<file path="src/rtl/alu_op_responder.sv">
// Request/response ALU wrapper: one op per handshake, serial shifter, registered response.
// Optional `define ALU_OVF_FLAG_EN adds the rsp_ovf signed-overflow output for ADD/SUB.
`timescale 1ns/1ps
module alu_op_responder #(
   parameter int WIDTH = 32,
   parameter int TAG_W = 4
) (
   input  logic             clk,
   input  logic             rst_n,
   input  logic             req_valid,
   output logic             req_ready,
   input  logic [WIDTH-1:0] req_a,
   input  logic [WIDTH-1:0] req_b,
   input  logic [3:0]       req_aluc,
   input  logic [TAG_W-1:0] req_tag,
   output logic             rsp_valid,
   input  logic             rsp_ready,
   output logic [WIDTH-1:0] rsp_r,
   output logic             rsp_z,
   output logic [TAG_W-1:0] rsp_tag
`ifdef ALU_OVF_FLAG_EN
   ,
   output logic             rsp_ovf
`endif
);

   localparam int SH_W = $clog2(WIDTH);

   typedef enum logic [1:0] {S_IDLE, S_SHIFT, S_DONE} state_t;

   state_t           state, state_nxt;
   logic [WIDTH-1:0] shreg, shift_nxt;
   logic [SH_W-1:0]  cnt;
   logic             sll_mode, sra_mode;
   logic             accept, start_shift;
   logic [SH_W-1:0]  sh;
   logic [WIDTH-1:0] alu_r;

   assign req_ready   = (state == S_IDLE);
   assign rsp_valid   = (state == S_DONE);
   assign accept      = req_valid & req_ready;
   assign sh          = req_a[SH_W-1:0];
   assign start_shift = (req_aluc[1:0] == 2'b11) && (sh != '0);
   assign rsp_z       = (rsp_r == '0);

   // NOTE: every output of a combinational block gets a default first, otherwise a latch is inferred.
   always_comb begin
      alu_r = req_b;
      case (req_aluc[2:0])
         3'b000:  alu_r = req_a + req_b;
         3'b100:  alu_r = req_a - req_b;
         3'b001:  alu_r = req_a & req_b;
         3'b101:  alu_r = req_a | req_b;
         3'b010:  alu_r = req_a ^ req_b;
         3'b110:  alu_r = {req_b[WIDTH/2-1:0], {(WIDTH/2){1'b0}}};
         default: alu_r = req_b;  // shift by zero passes b through
      endcase
   end

   always_comb begin
      shift_nxt = {sra_mode & shreg[WIDTH-1], shreg[WIDTH-1:1]};
      if (sll_mode) shift_nxt = {shreg[WIDTH-2:0], 1'b0};
   end

   always_comb begin
      state_nxt = state;
      case (state)
         S_IDLE:  if (accept) state_nxt = start_shift ? S_SHIFT : S_DONE;
         S_SHIFT: if (cnt == SH_W'(1)) state_nxt = S_DONE;
         S_DONE:  if (rsp_ready) state_nxt = S_IDLE;
         default: state_nxt = S_IDLE;
      endcase
   end

   // NOTE: sequential state uses non-blocking assignments so all registers update together at the edge.
   always_ff @(posedge clk or negedge rst_n) begin
      if (!rst_n) state <= S_IDLE;
      else        state <= state_nxt;
   end

   // NOTE: the shifter datapath is reset too, so an aborted op leaves no stale value behind.
   always_ff @(posedge clk or negedge rst_n) begin
      if (!rst_n) begin
         shreg    <= '0;
         cnt      <= '0;
         sll_mode <= 1'b0;
         sra_mode <= 1'b0;
         rsp_r    <= '0;
         rsp_tag  <= '0;
      end else if (accept) begin
         shreg    <= req_b;
         cnt      <= sh;
         sll_mode <= ~req_aluc[2];
         sra_mode <= req_aluc[3];
         rsp_tag  <= req_tag;
         if (!start_shift) rsp_r <= alu_r;
      end else if (state == S_SHIFT) begin
         // the last serial step writes the result straight into the response register
         shreg <= shift_nxt;
         cnt   <= cnt - 1'b1;
         if (cnt == SH_W'(1)) rsp_r <= shift_nxt;
      end
   end

`ifdef ALU_OVF_FLAG_EN
   logic alu_ovf;

   always_comb begin
      alu_ovf = 1'b0;
      case (req_aluc[2:0])
         3'b000:  alu_ovf = (req_a[WIDTH-1] == req_b[WIDTH-1]) && (alu_r[WIDTH-1] != req_a[WIDTH-1]);
         3'b100:  alu_ovf = (req_a[WIDTH-1] != req_b[WIDTH-1]) && (alu_r[WIDTH-1] != req_a[WIDTH-1]);
         default: alu_ovf = 1'b0;
      endcase
   end

   always_ff @(posedge clk or negedge rst_n) begin
      if (!rst_n)      rsp_ovf <= 1'b0;
      else if (accept) rsp_ovf <= alu_ovf;
   end
`endif

endmodule

</file>
<file path="config.mk">
export PLATFORM = sky130hd
export DESIGN_NAME = alu_op_responder
export DESIGN_NICKNAME = d
export VERILOG_FILES = /design/src/rtl/alu_op_responder.sv
export SDC_FILE = /design/constraint.sdc
export NUM_CORES = 1
export LEC_CHECK = 0
export CAP_MARGIN = 10
export CORE_MARGIN = 1.5
export CORE_UTILIZATION = 45
export DETAILED_ROUTE_END_ITERATION = 8
export PLACE_DENSITY = 0.68
export SKIP_LAST_GASP = 1
export SLEW_MARGIN = 30
export SYNTH_ARGS = -nofsm -noshare
export SYNTH_HDL_FRONTEND = slang
export SYNTH_SLANG_ARGS = --single-unit
</file>
<file path="constraint.sdc">
create_clock -name clk -period 3.1 [get_ports clk]
set_input_delay 0.62 -clock clk [delete_from_list [all_inputs] [get_ports clk]]
set_output_delay 0.62 -clock clk [all_outputs]
set_load 0.05 [all_outputs]
</file>
### Yosys cells after proc, flatten, opt, wreduce, memory -nomap -nowiden

Cells that the tools add are included.

* register bits after elaboration: 77
* latch bits: 0
* bits in writable memories: 0
* ROM bits: 0
* bits of input ports: 76
* logic and storage cells: 53
* memories kept: 0

* add/subtract/negate cells: 3
* multipliers: 0
* div/mod/pow operators: 0
* order comparisons: 0
* equality and inequality tests: 13
* shift-type cells: 0
* mux-type cells: 15
* bitwise gates (word level): 6
* reduce and logical (&&, ||, !) cells: 9

Operators by type and width (number)
* 32-bit 2-to-1 mux: 7
* 32-bit case mux with 6 select lines: 1
* 32-bit adder: 1
* 32-bit bitwise AND: 1
* 32-bit zero test: 1
* 32-bit OR: 1
* 32-bit subtractor: 1
* 32-bit XOR: 1
* 5-bit 2-to-1 mux: 2
* 3-bit equality test, second input constant: 3
* 2-bit 2-to-1 mux: 4
* 2-bit case mux with 3 select lines: 1
* 3-bit AND reduction: 2
* 5-bit by 1-bit equality test with 1-bit output, second input constant: 1
* 5-bit nonzero test: 1
* 5-bit by 1-bit subtractor with 5-bit output, second input constant: 1
* 2-bit equality test, second input constant: 2
* 2-bit by 1-bit != test with 1-bit output, second input constant: 2
* 2-bit != test, second input constant: 2
* 2-bit nonzero test: 2
* 3-bit by 1-bit equality test with 1-bit output, second input constant: 1
* 3-bit by 2-bit equality test with 1-bit output, second input constant: 1
* 3-bit zero test: 1
* 1-bit bitwise AND: 2
* 4 further kinds: 4

### Depth between registers and ports, before layout

Gate-level depths: netlist of the first run.

* depth in word-level cells: 5
* gate-level depth with buffers: 20

### Least setup slack after synthesis of the first run

Ideal clock, no wire load.

* path type: input to register
* from: input port req_aluc[0]
* to: register rsp_r[22]
* arrival: 3.879 ns
* data required time: 2.974 ns
* slack: -0.905 ns
* stages on the path: 15
* cell sequence: clkbuf_1 buf_1 nor3_1 clkbuf_1 nor2_1 xnor2_1 ha_1 o21a_1 o21ai_0 or3_1 o21ai_2 a21oi_1 xnor2_1 mux4_2 a221o_1

* word-level cells in the longest chain between the ends: 4
* elaborated cells between the ends (all ways): 13
* those cells by class: eq/ne (7); mux (3); reduce/logical (3)

Ends and longest elaborated chain
* start, declared: RTL line 14 `input logic [3:0] req_aluc,`
* 3-bit equality test, or another cell as far along: RTL line 49 `case (req_aluc[2:0])`
* 32-bit case mux with 6 select lines / 1-bit logical AND (equally long branches): RTL line 49, 43
* 32-bit 2-to-1 mux / 2-bit != test (equally long branches)
* 32-bit 2-to-1 mux / 3-bit AND reduction (equally long branches)
* end signal, assigned: RTL line 96 `if (!start_shift) rsp_r <= alu_r;`
* end signal, assigned: RTL line 101 `if (cnt == SH_W'(1)) rsp_r <= shift_nxt;`
* end, declared: RTL line 18 `output logic [WIDTH-1:0] rsp_r,`

Parallel ways exist; a longest one is shown, timed or not. The select of a mux whose other input is x is not followed.
A chain may end at the register's enable or synchronous reset.

### Worst setup path in the final report of the first run

* from: input port req_b[5]
* to: register rsp_r[28]

* word-level cells in the longest chain between the ends: 4
* elaborated cells between the ends (all ways): 5
* those cells by class: add/sub (2); mux (3)

Ends and longest elaborated chain
* start, declared: RTL line 13 `input logic [WIDTH-1:0] req_b,`
* 32-bit subtractor / 32-bit adder (equally long branches): RTL line 51, 50
* 32-bit case mux with 6 select lines *: RTL line 49
* 32-bit 2-to-1 mux *: RTL line 96
* 32-bit 2-to-1 mux *: RTL line 90 `end else if (accept) begin`

Every way passes the cells marked *; elsewhere a longest branch is shown, timed or not. The select of a mux whose other input is x is not followed.

==> impl_metrics.ini, run 1 <==
[power]
leakage_nw = 5.74
vdd_ir_drop_max_v = 0.000800
power_density_nw_per_um2 = 674

[detailed_routing]
dr.pass1.iters = 5
wl_um = 33000
vias = 9551
wl_per_cell_um = 20.8
avgViaCountPerCell = 6.03
ant_nets = 0
drc = 0
drtIter0Drc = 1086

[floorplanning]
fp.coreArea_um2 = 18000
dieWidth_um = 138
initial_core_util = 0.459
ios = 115
num_rows = 49
die_h_um = 138
die_area_um2 = 19100

[synth]
syn-num-nets = 1230
synth_edf_count = 0
yosysWarnings = 0
syn_area_um2 = 8240
yosysTopAreaCell = dfrtp_1
avgSynthCellArea_um2 = 7.81
synth.distinct_cells = 63
ys_seq_area_frac = 0.234
ys_top_cells_by_area = dfrtp_1 23%, ha_1 15%, a21oi_1 6.7%, nand2_1 5.8%, mux2i_1 5.3%
synthTopCellsByCount = 128 x nand2_1, 110 x a21oi_1, 98 x ha_1
yosysMostFrequentCell = nand2_1
ys_ff_latch = 77
syn_inst = 1055
synth_top_area_frac = 0.234
synth_top_flop_cell = dfrtp_1
synthArstFlopShare = 1.00

[grt]
grt.total_usage = 0.328
grt_pass1_vias = 8934
grt-ovfl-total = 0
antenna_found_initial = 0
grt_max_degree = 78
grt_first_pass_wirelength_um = 49600

[layout]
area_growth_pct = 51.5
final_cell_area_um2 = 12500
antennaDiodeCount = 0
layout.nets = 1525
final_util = 0.695
final_cells = 1583
drive_above_1_share = 0.303

[clock_tree]
clock-sinks = 77
path_clk_slew_ns = 0.06
clk_latency_ns = 0.34
cts_buffers = 9
cts_max_level = 3
clock_path_buffers = 2
cts_tree = built
ctsHoldBuffers = 0
cts_root_buf = clkbuf_16

[place]
dp_slack_ns = -1.40
gp_congestion = 0.965
numPortBuffers = 114
dp.cells = 1546
post-dp-hpwl_um = 24500
placed_area_um2 = 11100

[timing]
skew_ns = 0.00856
hold_viol = 0
min_period_ns = 3.69
relSlewSlack = 0.532
rsz0062_at_grt = yes
fmax_ghz = 0.271
drv_slew = 0
worst_slew_pin_slew_ns = 0.701
post-route-period-util = 1.19
fin_ws_ns = -0.589
setup_violations = 24

[critical_path]
critical_path.max_fanout = 3
setup.worst_path.class = in2reg
start_kind = primary input
cp-end-kind = flop
arrival_ns = 3.92
worstPathRequired_ns = 3.33

[min_path]
min_path_type = in2async

[run_status]
violations = negative setup slack
status = finished with violations

[job]
maxCapViolCount = 0
[final timing paths]
path	to	depth (start not counted)	start	slack, ns
min reg2reg	rsp_tag[3]	2	rsp_tag[3]	0.47
min	cnt[1]	2	rst_n	0.27
max reg2reg	rsp_r[26]	9	cnt[1]	0.60
max	rsp_r[28]	21	req_b[5]	-0.59
max in group asynchronous	rsp_tag[2]	2	rst_n	2.45
min in group clk	rsp_tag[3]	2	rsp_tag[3]	0.47
[timing repair]
action,CTS,global route
buffers inserted,20,8
setup endpoints to repair,28,27
pin swaps,111,74
resized for setup,145,88
[sequential cells by signal (all words and copies together) (netlist names)]
signal / cells
cnt: 5
rsp_r: 32
rsp_tag: 4
shreg: 32
sll_mode: 1
sra_mode: 1
state: 2
[through the flow]
stage / setup TNS [ns] / power (mW) / hold WS, ns
floorplan: -4.66 / 4.89 / 0.324
global placement: -27.81 / 6.62 / 0.457
detailed placement: -29.00 / 6.69 / 0.469
CTS: -7.45 / 8.16 / 0.316
global route: -11.61 / 8.87 / 0.330
finish: -7.96 / 8.41 / 0.271
[power by group]
| group | switching (mW) | internal (mW) |
|---|---|---|
| combinational | 3.10 | 2.04 |
| sequential | 0.470 | 1.51 |
| clock | 0.419 | 0.864 |
| total | 3.99 | 4.42 |
[per-layer routing]
metal  GRT usage  part of all wire
met5           0                 0
met4       0.118             0.033
met3      0.0762             0.095
met2       0.472              0.42
met1       0.477              0.45
[worst max-delay path, stage by stage]
cell and delay (ns):
buf_8 0.11, nor4_4 0.31, nand2_2 0.10, nor2_2 0.12
nand4_1 0.16, nor2_2 0.20, buf_6 0.16, nand2_4 0.07
nand2_4 0.06, xnor2_2 0.06, ha_1 0.36, a21o_1 0.20
a21oi_2 0.11, o21a_1 0.14, o21ai_2 0.06, a22o_1 0.24
a31oi_2 0.19, nand2b_1 0.11, a21oi_2 0.16, mux2i_1 0.09
a211o_1 0.28
[layout by cell type (no fill, tap or decap), types with 9 or more instances in the layout]
cell / n
o21ai_1: 17
xnor2_1: 35
ha_1: 91
nand3_1: 13
buf_4: 208
dfrtp_1: 77
nor4_1: 10
buf_6: 22
a211oi_1: 19
a21o_1: 16
o21ai_0: 49
inv_1: 75
a21oi_1: 85
o221ai_1: 29
clkbuf_16: 9
nand2_1: 115
o211ai_1: 9
o21ai_2: 10
a21oi_2: 19
nor2_1: 61
clkdlybuf4s50_1: 93
nor3_1: 13
mux2i_1: 44
xnor2_2: 10
[final cells by class]
cell class,instances,area (um2)
Clock inverter,6,136
Multi-Input combinational cell,841,6690
Fill cell,1421,5480
Tap cell,229,287
Sequential cell,77,1930
Clock buffer,9,225
Timing Repair Buffer,341,2920
Inverter,80,305
[cells by family (layout without fill, tap and decap cells)]
kind of cell / after synthesis / count (layout) / synth area share
AO/OA/AOI/OAI: 347 / 347 / 0.268
AND/OR/NAND/NOR: 290 / 290 / 0.158
buffers and inverters: 137 / 436 / 0.0628
adder cells (fa/ha/maj): 99 / 99 / 0.151
flip-flops: 77 / 77 / 0.234
XOR/XNOR: 54 / 54 / 0.0574
multiplexers: 51 / 51 / 0.0685
Note: power is estimated with default switching activity, not from simulation.
==> inputs of run 2 (changes only) <==
--- a/config.mk
+++ b/config.mk
@@ -10,6 +10,7 @@
 export CORE_UTILIZATION = 45
 export DETAILED_ROUTE_END_ITERATION = 8
 export PLACE_DENSITY = 0.68
+export RECOVER_POWER = 100
 export SKIP_LAST_GASP = 1
 export SLEW_MARGIN = 30
 export SYNTH_ARGS = -nofsm -noshare
==> run 2 against run 1 <==
Die area did not move. Clock skew barely moved. Non-clock buffer count did not move. Largest power group unchanged. Routed wire length fell by 0.17%. Utilization fell by 0.21 points. Flip-flop and latch count did not move. The flow finishes with violations (max-capacitance violations, max-slew violations, negative setup slack). Critical path depth did not move. Cell count did not move. Critical endpoint unchanged.
==> impl_metrics.ini, run 2 (same netlist as run 1, synthesis figures left out) <==
[timing]
fmax_ghz = 0.270
setup_violations = 26
post-route-period-util = 1.19
rsz0062_at_grt = yes
fin_ws_ns = -0.602
relSlewSlack = -0.287
skew_ns = 0.00862
min_period_ns = 3.70
drv_slew = 78
hold_viol = 0
worst_slew_pin_slew_ns = 1.93

[power]
combPwrFrac = 0.607
pwr-share-seq = 0.238
internal-power_mw = 4.31
vdd_ir_drop_max_v = 0.000775
clkPwrFrac = 0.155
p_switching_mw = 3.97
p_sw_frac = 0.480
leakage_nw = 5.74
total_power_mw = 8.29
power_density_nw_per_um2 = 666

[detailed_routing]
wl_per_cell_um = 20.8
ant_nets = 0
drtIter0Drc = 1125
vias = 9557
drc = 0
wl_um = 32900
dr.pass1.iters = 5
avgViaCountPerCell = 6.04

[critical_path]
critical_path.max_fanout = 3
arrival_ns = 3.93
reg2reg_to = rsp_r[9]
start_kind = primary input
timing.rr.start = state[0]
setup.worst_path.class = in2reg
r2r_cells = 6
cp-end-kind = flop
endpoint = rsp_r[28]
reg2reg_slack_ns = 0.38
worstPathRequired_ns = 3.33
startpoint = req_b[5]

[floorplanning]
initial_core_util = 0.459
die_area_um2 = 19100
dieWidth_um = 138
fp.coreArea_um2 = 18000
die_h_um = 138
ios = 115
num_rows = 49

[grt]
grt_first_pass_wirelength_um = 49600
top_usage_layer = met1
grtUsageMet3 = 0.0762
grt_max_degree = 78
grt-ovfl-total = 0
grt.total_usage = 0.328
grt_pass1_vias = 8934
antenna_found_initial = 0
met1_usage = 0.477
grt_use_met2 = 0.472

[clock_tree]
path_clk_slew_ns = 0.06
clk_latency_ns = 0.34
cts_max_level = 3
cts_root_buf = clkbuf_16
ctsHoldBuffers = 0
clock-sinks = 77
cts_buffers = 9
cts_tree = built
clock_path_buffers = 2

[place]
post-dp-hpwl_um = 24500
dp_slack_ns = -1.40
numPortBuffers = 114
gp_congestion = 0.965
dp.cells = 1546
placed_area_um2 = 11100

[layout]
final_util = 0.693
final_common_cell = buf_4
layout.nets = 1525
drive_above_1_share = 0.300
antennaDiodeCount = 0
final_cell_mix = 202 x buf_4, 116 x nand2_1, 91 x ha_1
top_regs = rsp_r (32), shreg (32), cnt (5)
area_growth_pct = 51.0
final_cells = 1583
final_cell_area_um2 = 12400

[job]
maxCapViolCount = 1

[min_path]
min_path_type = reg2reg

[run_status]
violations = max-capacitance violations, max-slew violations, negative setup slack
status = finished with violations
-- run 2: layer usage --
metal	wire length, um	share of wire
met1	14800	0.45
met2	14000	0.43
met3	3080	0.094
met4	1040	0.031
met5	0	0
-- run 2: cell type report --
cell class,count,area (um2)
clock buffer,9,225
clock inverter,6,136
fill,1430,5520
inverter,80,305
multi-input combinational,841,6690
sequential,77,1930
tap,229,287
timing repair buffer,341,2880
-- run 2: timing repair --
| action | CTS | global route |
|---|---|---|
| resized for setup | 145 | 88 |
| pin swaps | 111 | 74 |
| setup buffers | 20 | 8 |
| setup endpoints to repair | 28 | 27 |
-- run 2: metrics by stage --
step                hold WS, ns  setup TNS (ns)
floorplan                 0.324           -4.66
global placement          0.457          -27.81
detailed placement        0.469          -29.00
CTS                       0.316           -7.45
global route              0.499          -12.44
finish                    0.468           -8.28
-- run 2: power groups by stage --
stage / registers (mW) / logic [mW] / clock network [mW]
after global placement: 1.97 / 4.64 / 0
after detailed placement: 1.98 / 4.71 / 0
final: 1.97 / 5.03 / 1.28
after CTS: 1.97 / 4.90 / 1.29
after floorplan: 2.63 / 2.26 / 0
after global routing: 2.04 / 5.38 / 1.34
-- run 2: how the worst min path moves through the flow --
stage,startpoint,cells past startpoint,endpoint
floorplan,rst_n,0,cnt[0]
global placement,rsp_tag[3],2,rsp_tag[3]
CTS,rst_n,2,cnt[1]
detailed placement,rsp_tag[3],2,rsp_tag[3]
global route,rsp_tag[2],2,rsp_tag[2]
finish,rsp_tag[3],2,rsp_tag[3]
-- run 2: critical path, stage by stage --
cell	delay (ns)
buf_8	0.11
nor4_4	0.31
nand2_2	0.10
nor2_2	0.12
nand4_1	0.16
nor2_2	0.21
buf_6	0.16
nand2_4	0.07
nand2_4	0.06
xnor2_2	0.06
ha_1	0.36
a21o_1	0.20
a21oi_2	0.11
o21a_1	0.14
o21ai_2	0.06
a22o_1	0.24
a31oi_2	0.19
nand2b_1	0.11
a21oi_2	0.16
mux2i_1	0.09
a211o_1	0.28
==> inputs of run 3 (changes only) <==
--- a/config.mk
+++ b/config.mk
@@ -10,8 +10,7 @@
 export CORE_UTILIZATION = 45
 export DETAILED_ROUTE_END_ITERATION = 8
 export PLACE_DENSITY = 0.68
-export RECOVER_POWER = 100
-export SKIP_LAST_GASP = 1
+export RECOVER_POWER = 50
 export SLEW_MARGIN = 30
 export SYNTH_ARGS = -nofsm -noshare
 export SYNTH_HDL_FRONTEND = slang
==> run 3 against run 2 <==
The run still ends with max-capacitance violations, max-slew violations, negative setup slack left. Routed wire length up 1.5%. Clock-buffer cell count unchanged. First-iteration DRC count up 2.2%. Flip-flop and latch count unchanged. Hold slack better by 0.0053 ns. Utilization up 0.27 points. Sequential power about the same. Register-to-register slack better by 0.09 ns. Non-clock buffer count up 5. Via count up 1.2%. Critical path depth down 5.
==> impl_metrics.ini, run 3 (same netlist as run 1, synthesis figures left out) <==
[grt]
grt_max_degree = 78
grt_first_pass_wirelength_um = 49600
grt-ovfl-total = 0
grt.total_usage = 0.328
top_usage_layer = met1
antenna_found_initial = 0
met1_usage = 0.481
grt_use_met2 = 0.473
grt_pass1_vias = 8921
grtUsageMet3 = 0.0720

[layout]
antennaDiodeCount = 0
drive_above_1_share = 0.302
final_common_cell = buf_4
final_cell_mix = 212 x buf_4, 116 x nand2_1, 93 x clkdlybuf4s50_1
area_growth_pct = 51.6
layout.nets = 1530
top_regs = rsp_r (32), shreg (32), cnt (5)

[place]
numPortBuffers = 114
dp_slack_ns = -1.40
gp_congestion = 0.965
post-dp-hpwl_um = 24500

[timing]
setup_violations = 25
setup_tns_ns = -10.87
skew_ns = 0.00870
fmax_ghz = 0.260
hold_viol = 0
post-route-period-util = 1.24
min_period_ns = 3.84
worst_slew_pin_slew_ns = 1.93
relSlewSlack = -0.285
fin_ws_ns = -0.745
holdWs_ns = 0.474
rsz0062_at_grt = yes
drv_slew = 78

[floorplanning]
fp.coreArea_um2 = 18000
die_h_um = 138
ios = 115
die_area_um2 = 19100
dieWidth_um = 138
num_rows = 49
initial_core_util = 0.459

[power]
p_sw_frac = 0.474
internal-power_mw = 4.42
leakage_nw = 5.74
vdd_ir_drop_max_v = 0.000804
power_density_nw_per_um2 = 672
clkPwrFrac = 0.152
combPwrFrac = 0.612
p_switching_mw = 3.98
pwr-share-seq = 0.236

[min_path]
min_path_type = reg2reg
hold_start = rsp_tag[3]

[critical_path]
start_kind = primary input
arrival_ns = 4.07
cp-end-kind = flop
setup.worst_path.class = in2reg
path_buf_inv = 1
slowest_stage = mux4_2
critical_path.max_fanout = 3
path_delay_family = simple AND/OR/NAND/NOR gates
max_stage_delay_ns = 0.49
worstPathRequired_ns = 3.32
timing.rr.start = state[0]
crit_chain = buf_8, nor4_4, nand2_2, nor2_4, nand4_1, nor2_2, a21oi_2, xnor2_1, ha_1, nand3_2, or3_4, o21ai_4, a21oi_2, xnor2_1, mux4_2, a221o_1
startpoint = req_b[5]

[detailed_routing]
vias = 9672
wl_um = 33400
wl_per_cell_um = 21.1
ant_nets = 0
drtIter0Drc = 1150
avgViaCountPerCell = 6.09
drc = 0
dr.pass1.iters = 6

[clock_tree]
cts_tree = built
clk_latency_ns = 0.34
cts_root_buf = clkbuf_16
clock_path_buffers = 2
path_clk_slew_ns = 0.06
cts_max_level = 3
clock-sinks = 77
cts_buffers = 9

[job]
maxCapViolCount = 1

[run_status]
violations = max-capacitance violations, max-slew violations, negative setup slack
status = finished with violations
==> run 3: cell type report <==
type                            count  area [um2]
Clock buffer                        9         225
Clock inverter                      6         136
Fill cell                        1398        5470
Inverter                           80         305
Multi-Input combinational cell    841        6680
Sequential cell                    77        1930
Tap cell                          229         287
Timing Repair Buffer              346        2930
==> run 3: power groups by stage <==
stage | Combinational [mW] | Clock, mW | Sequential (mW)
2_1_floorplan | 2.26 | 0 | 2.63
3_3_place_gp | 4.64 | 0 | 1.97
3_5_place_dp | 4.71 | 0 | 1.98
4_1_cts | 4.91 | 1.29 | 1.97
5_1_grt | 5.49 | 1.34 | 2.04
6_report | 5.14 | 1.28 | 1.98
==> run 3: worst paths after layout <==
check / endpoint / slack [ns] / cells after the start
worst max-delay path: rsp_r[22] / -0.74 / 16
worst min-delay path: rsp_tag[3] / 0.47 / 2
worst max register to register: rsp_r[9] / 0.47 / 6
worst min register to register: rsp_tag[3] / 0.47 / 2
max in group asynchronous: rsp_tag[2] / 1.05 / 2
min in group asynchronous: cnt[1] / 0.90 / 2
==> run 3: worst min-delay path, stage by stage, from the launching register on <==
cell and delay (ns):
dfrtp_1 0.34, nand2_1 0.05, nand2_1 0.06
==> run 3: stage by stage <==
stage	util	power (mW)	cells	cell area [um2]
5_1_grt	0.696	8.87	1588	12500
6_report	0.696	8.40	1588	12500
2_1_floorplan	-	4.89	1055	8430
3_5_place_dp	0.620	6.69	1546	11100
4_1_cts	0.671	8.17	1577	12100
3_3_place_gp	0.620	6.62	1546	11100
==> run 3: layer usage <==
metal,routed length [um],share of wire
met1,14400,0.43
met2,14200,0.43
met3,3640,0.11
met4,1130,0.034
met5,0,0
==> run 3: timing repair <==
| item | CTS | global route |
|---|---|---|
| pin swaps | 111 | 94 |
| setup endpoints to repair | 28 | 27 |
| resized for setup | 153 | 78 |
| setup buffers | 20 | 13 |
| hold buffers | 0 | 0 |
==> variant 1: new RTL, config.mk and constraints of run 1 <==
Add a define of `ALU_OVF_FLAG_EN`.
--- a/src/rtl/alu_op_responder.sv
+++ b/src/rtl/alu_op_responder.sv
@@ -2,4 +2,6 @@
 // Optional `define ALU_OVF_FLAG_EN adds the rsp_ovf signed-overflow output for ADD/SUB.
 `timescale 1ns/1ps
+`define ALU_OVF_FLAG_EN
+
 module alu_op_responder #(
    parameter int WIDTH = 32,
Function (old outputs only; new: rsp_ovf): kept (equiv_simple and equiv_induct, registers matched by name and starting in step).
==> variant 1 against run 1 <==
- the run still ends with setup timing left
- die area up 4.4%
- worst setup slack got worse by 110 ps
- utilization is 2.0 points higher
- total power grew 0.85%
- sequential cell count is 1 higher
- count of clock-buffer cells in the layout stayed put
- final area up 7.1%
- wire length is 12% higher
- first-iteration DRC count rose by 9.2%
- clock power is 15% lower
- synthesized area is 4.5% higher
- largest cell class unchanged
==> variant 1: results (changes against run 1) <==
- The most critical setup path has its endpoint at rsp_r[30].
- The detailed-routed wire length on met3 is 3796 um (+21%).
- The overall fraction of global-route tracks in use is 0.3494 (+0.02136).
- The number of resized instances in the post-cts repair step is 184 (+27%).
- The cell count after synthesis is 1110 (+5.2%).
- The setup slack of the worst register-to-register path is 620 ps (+20 ps).
- By area the synthesized netlist is led by sky130_fd_sc_hd__dfrtp_1 (23%), sky130_fd_sc_hd__ha_1 (14%), sky130_fd_sc_hd__nand2_1 (6.6%), sky130_fd_sc_hd__mux2i_1 (6.0%), sky130_fd_sc_hd__a21oi_1 (5.5%).
- The portion of netlist area occupied by mux cells is 0.06568 (-0.002779).
- The fraction of the mapped netlist area in compound gates is 0.2653 (-0.002582).
- The count of placed standard cells in the final layout, fillers left out came to 1683 (+6.3%).
- The checks that failed: setup timing.
- The share of cells above drive strength 1 is 0.3285 (+0.02570).
- The endpoint identified for the worst register-to-register timing path is rsp_r[29].
- The worst hold slack is 296.8 ps (+26.18 ps).
- The arrival time of the worst setup path came to 4020 ps (+100 ps).
- The number of DRC violations after detailed-routing iteration 0 is 1186 (+9.2%).
- The leakage power came to 6.098 nW (+6.2%).
- The ratio of routed vias to standard cells is 6.159 (+2.1%).
- The critical-path maximum fanout is 6 (+3).
- The flow ran to the end, but the final reports show violations.
- The combinational-cell power consumption is 5.40 mW (+5.1%).
- The detailed-placement wirelength estimate is 26620 um (+8.9%).
- The slew at the pin closest to its max-slew limit is 714.9 ps (+13.82 ps).
- The fraction of met2 tracks used by global routing came to 0.5026 (+0.03047).
- The number of setup buffers added after CTS was 28 (+40%).
- The least setup slack across all paths after layout came to -703.5 ps (-114.5 ps).
- The global-route wire length before repair is 53880 um (+8.6%).
- The final setup violation count is 23 (-4.2%).
- The most critical setup path has its startpoint at req_b[3].
variant 1: cell count changes after synthesis, sizes merged, moves of 9 or more:
cell	delta
nand2	+23
nor3	+12
nor2	-15
inv	+9
a21oi	-16
o21ai	+13
variant 1: critical path, delay by kind of cell:
family                   cells  cell delay [ps]
AO/OA/AOI/OAI                8             1380
XOR/XNOR                     2              470
buffers and inverters        4              590
AND/OR/NAND/NOR              3              580
adder cells (fa/ha/maj)      1              380
variant 1: cell type report:
type	instances	area [um2]
Tap cell	234	292.8
Inverter	86	327.8
Clock inverter	7	81.33
Sequential cell	78	1952
Multi-Input combinational cell	879	7133
Fill cell	1412	5340
Clock buffer	9	225.2
Timing Repair Buffer	390	3353
variant 1: through the flow:
stage               setup WS (ps)  TNS [ps]
finish                     -703.5    -10060
global route               -785.4    -12260
CTS                        -449.8     -6357
detailed placement          -1346    -28970
global placement            -1214    -26960
floorplan                  -420.0     -3620
==> variant 2: new RTL, config.mk and constraints of run 1 <==
Without the edit above. Re-encode `state_t` (3 states) as one-hot, 3 bits wide.
--- a/src/rtl/alu_op_responder.sv
+++ b/src/rtl/alu_op_responder.sv
@@ -27,5 +27,5 @@
    localparam int SH_W = $clog2(WIDTH);
 
-   typedef enum logic [1:0] {S_IDLE, S_SHIFT, S_DONE} state_t;
+   typedef enum logic [2:0] {S_IDLE = 3'b001, S_SHIFT = 3'b010, S_DONE = 3'b100} state_t;
 
    state_t           state, state_nxt;
Formal check against the unedited RTL: same outputs for any inputs over 10 cycles, from zero or initial values and one cycle with rst_n low; not proved beyond that.
==> variant 2 against run 1 <==
- the run still ends with setup timing left
- wire length shrank 1.1%
- final area grew 2.8%
- sequential cell count grew 1
- total power shrank 3.5%
- synthesized area grew 3.3%
- worst setup slack lost 1300 ps
- clock skew grew 1.4 ps
- highest routed layer is now met5
==> variant 2: results (changes against run 1) <==
- The run finished, with violations left.
- The final reports fail on setup timing.
- The number of placed cells counting well taps is 1606 (+3.9%).
- The final setup violation count is 22 (-8.3%).
- The average size of a mapped cell is 7.840 um2 (+0.35%).
- The count of placed standard cells in the final layout, fillers left out is 1657 (+4.7%).
- The least setup slack across all paths after layout is -1884 ps (-1295 ps).
- The post-route setup TNS is -24680 ps (-16730 ps).
- The met2 wirelength from detailed routing came to 14310 um (+2.5%).
- The detailed-placement wirelength estimate was 25030 um (+2.3%).
- The fraction of met2 tracks used by global routing is 0.4979 (+0.02580).
- The total internal power came to 4.312 mW (-2.5%).
- The final weighted congestion in routability-driven placement is 0.9729 (+0.78%).
- The number of DRC violations after detailed-routing iteration 0 is 1044 (-3.9%).
- The via count of the first global-routing pass is 8973 (+0.44%).
- The number of cell instances on the worst register-to-register path is 7 (-2).
- The peak supply drop is 454.1 uV (-43%).
- The global routing usage on met1 is 0.4804 (+0.002872).
- The global-route wire length before repair is 49710 um (+0.21%).
- The overall fraction of global-route tracks in use was 0.3261 (-0.002010).
- The area share of xor/xnor cells in the synthesized design is 0.05540 (-0.001977).
- The net count after synthesis is 1261 (+2.5%).
- The detailed-route wire length per cell is 19.69 um (-5.5%).
- The number of inserted filler cells in the final layout is 1572 (+11%).
- The cell class contributing the biggest share of worst-path delay is simple AND/OR/NAND/NOR gates.
- The maximum single-stage delay on the critical path is 530 ps (+170 ps).
- The sequential area share after synthesis is 0.2294 (-0.004368).
- By area the synthesized netlist is led by sky130_fd_sc_hd__dfrtp_1 (23%), sky130_fd_sc_hd__ha_1 (14%), sky130_fd_sc_hd__nand2_1 (5.5%), sky130_fd_sc_hd__o21ai_0 (5.3%), sky130_fd_sc_hd__a21oi_1 (5.2%).
[variant 2: cell count changes after synthesis, moves of 5 or more]
| cell | change |
|---|---|
| sky130_fd_sc_hd__nand4_1 | +5 |
| sky130_fd_sc_hd__xnor2_1 | -6 |
| sky130_fd_sc_hd__o21ai_0 | +15 |
| sky130_fd_sc_hd__a31oi_1 | +5 |
| sky130_fd_sc_hd__o211ai_1 | +20 |
| sky130_fd_sc_hd__a21oi_1 | -22 |
| sky130_fd_sc_hd__a211oi_1 | -12 |
| sky130_fd_sc_hd__o221ai_1 | -8 |
| sky130_fd_sc_hd__mux2_2 | +5 |
| sky130_fd_sc_hd__buf_1 | +6 |
[variant 2: area by class of cell]
type / count / area share
flip-flops and latches: 78 / 0.1522
repair buffers: 390 / 0.2553
inverters: 81 / 0.02487
multi-input cells: 858 / 0.5183
well taps: 234 / 0.02282
clock buffers: 10 / 0.01784
clock inverters: 6 / 0.008679
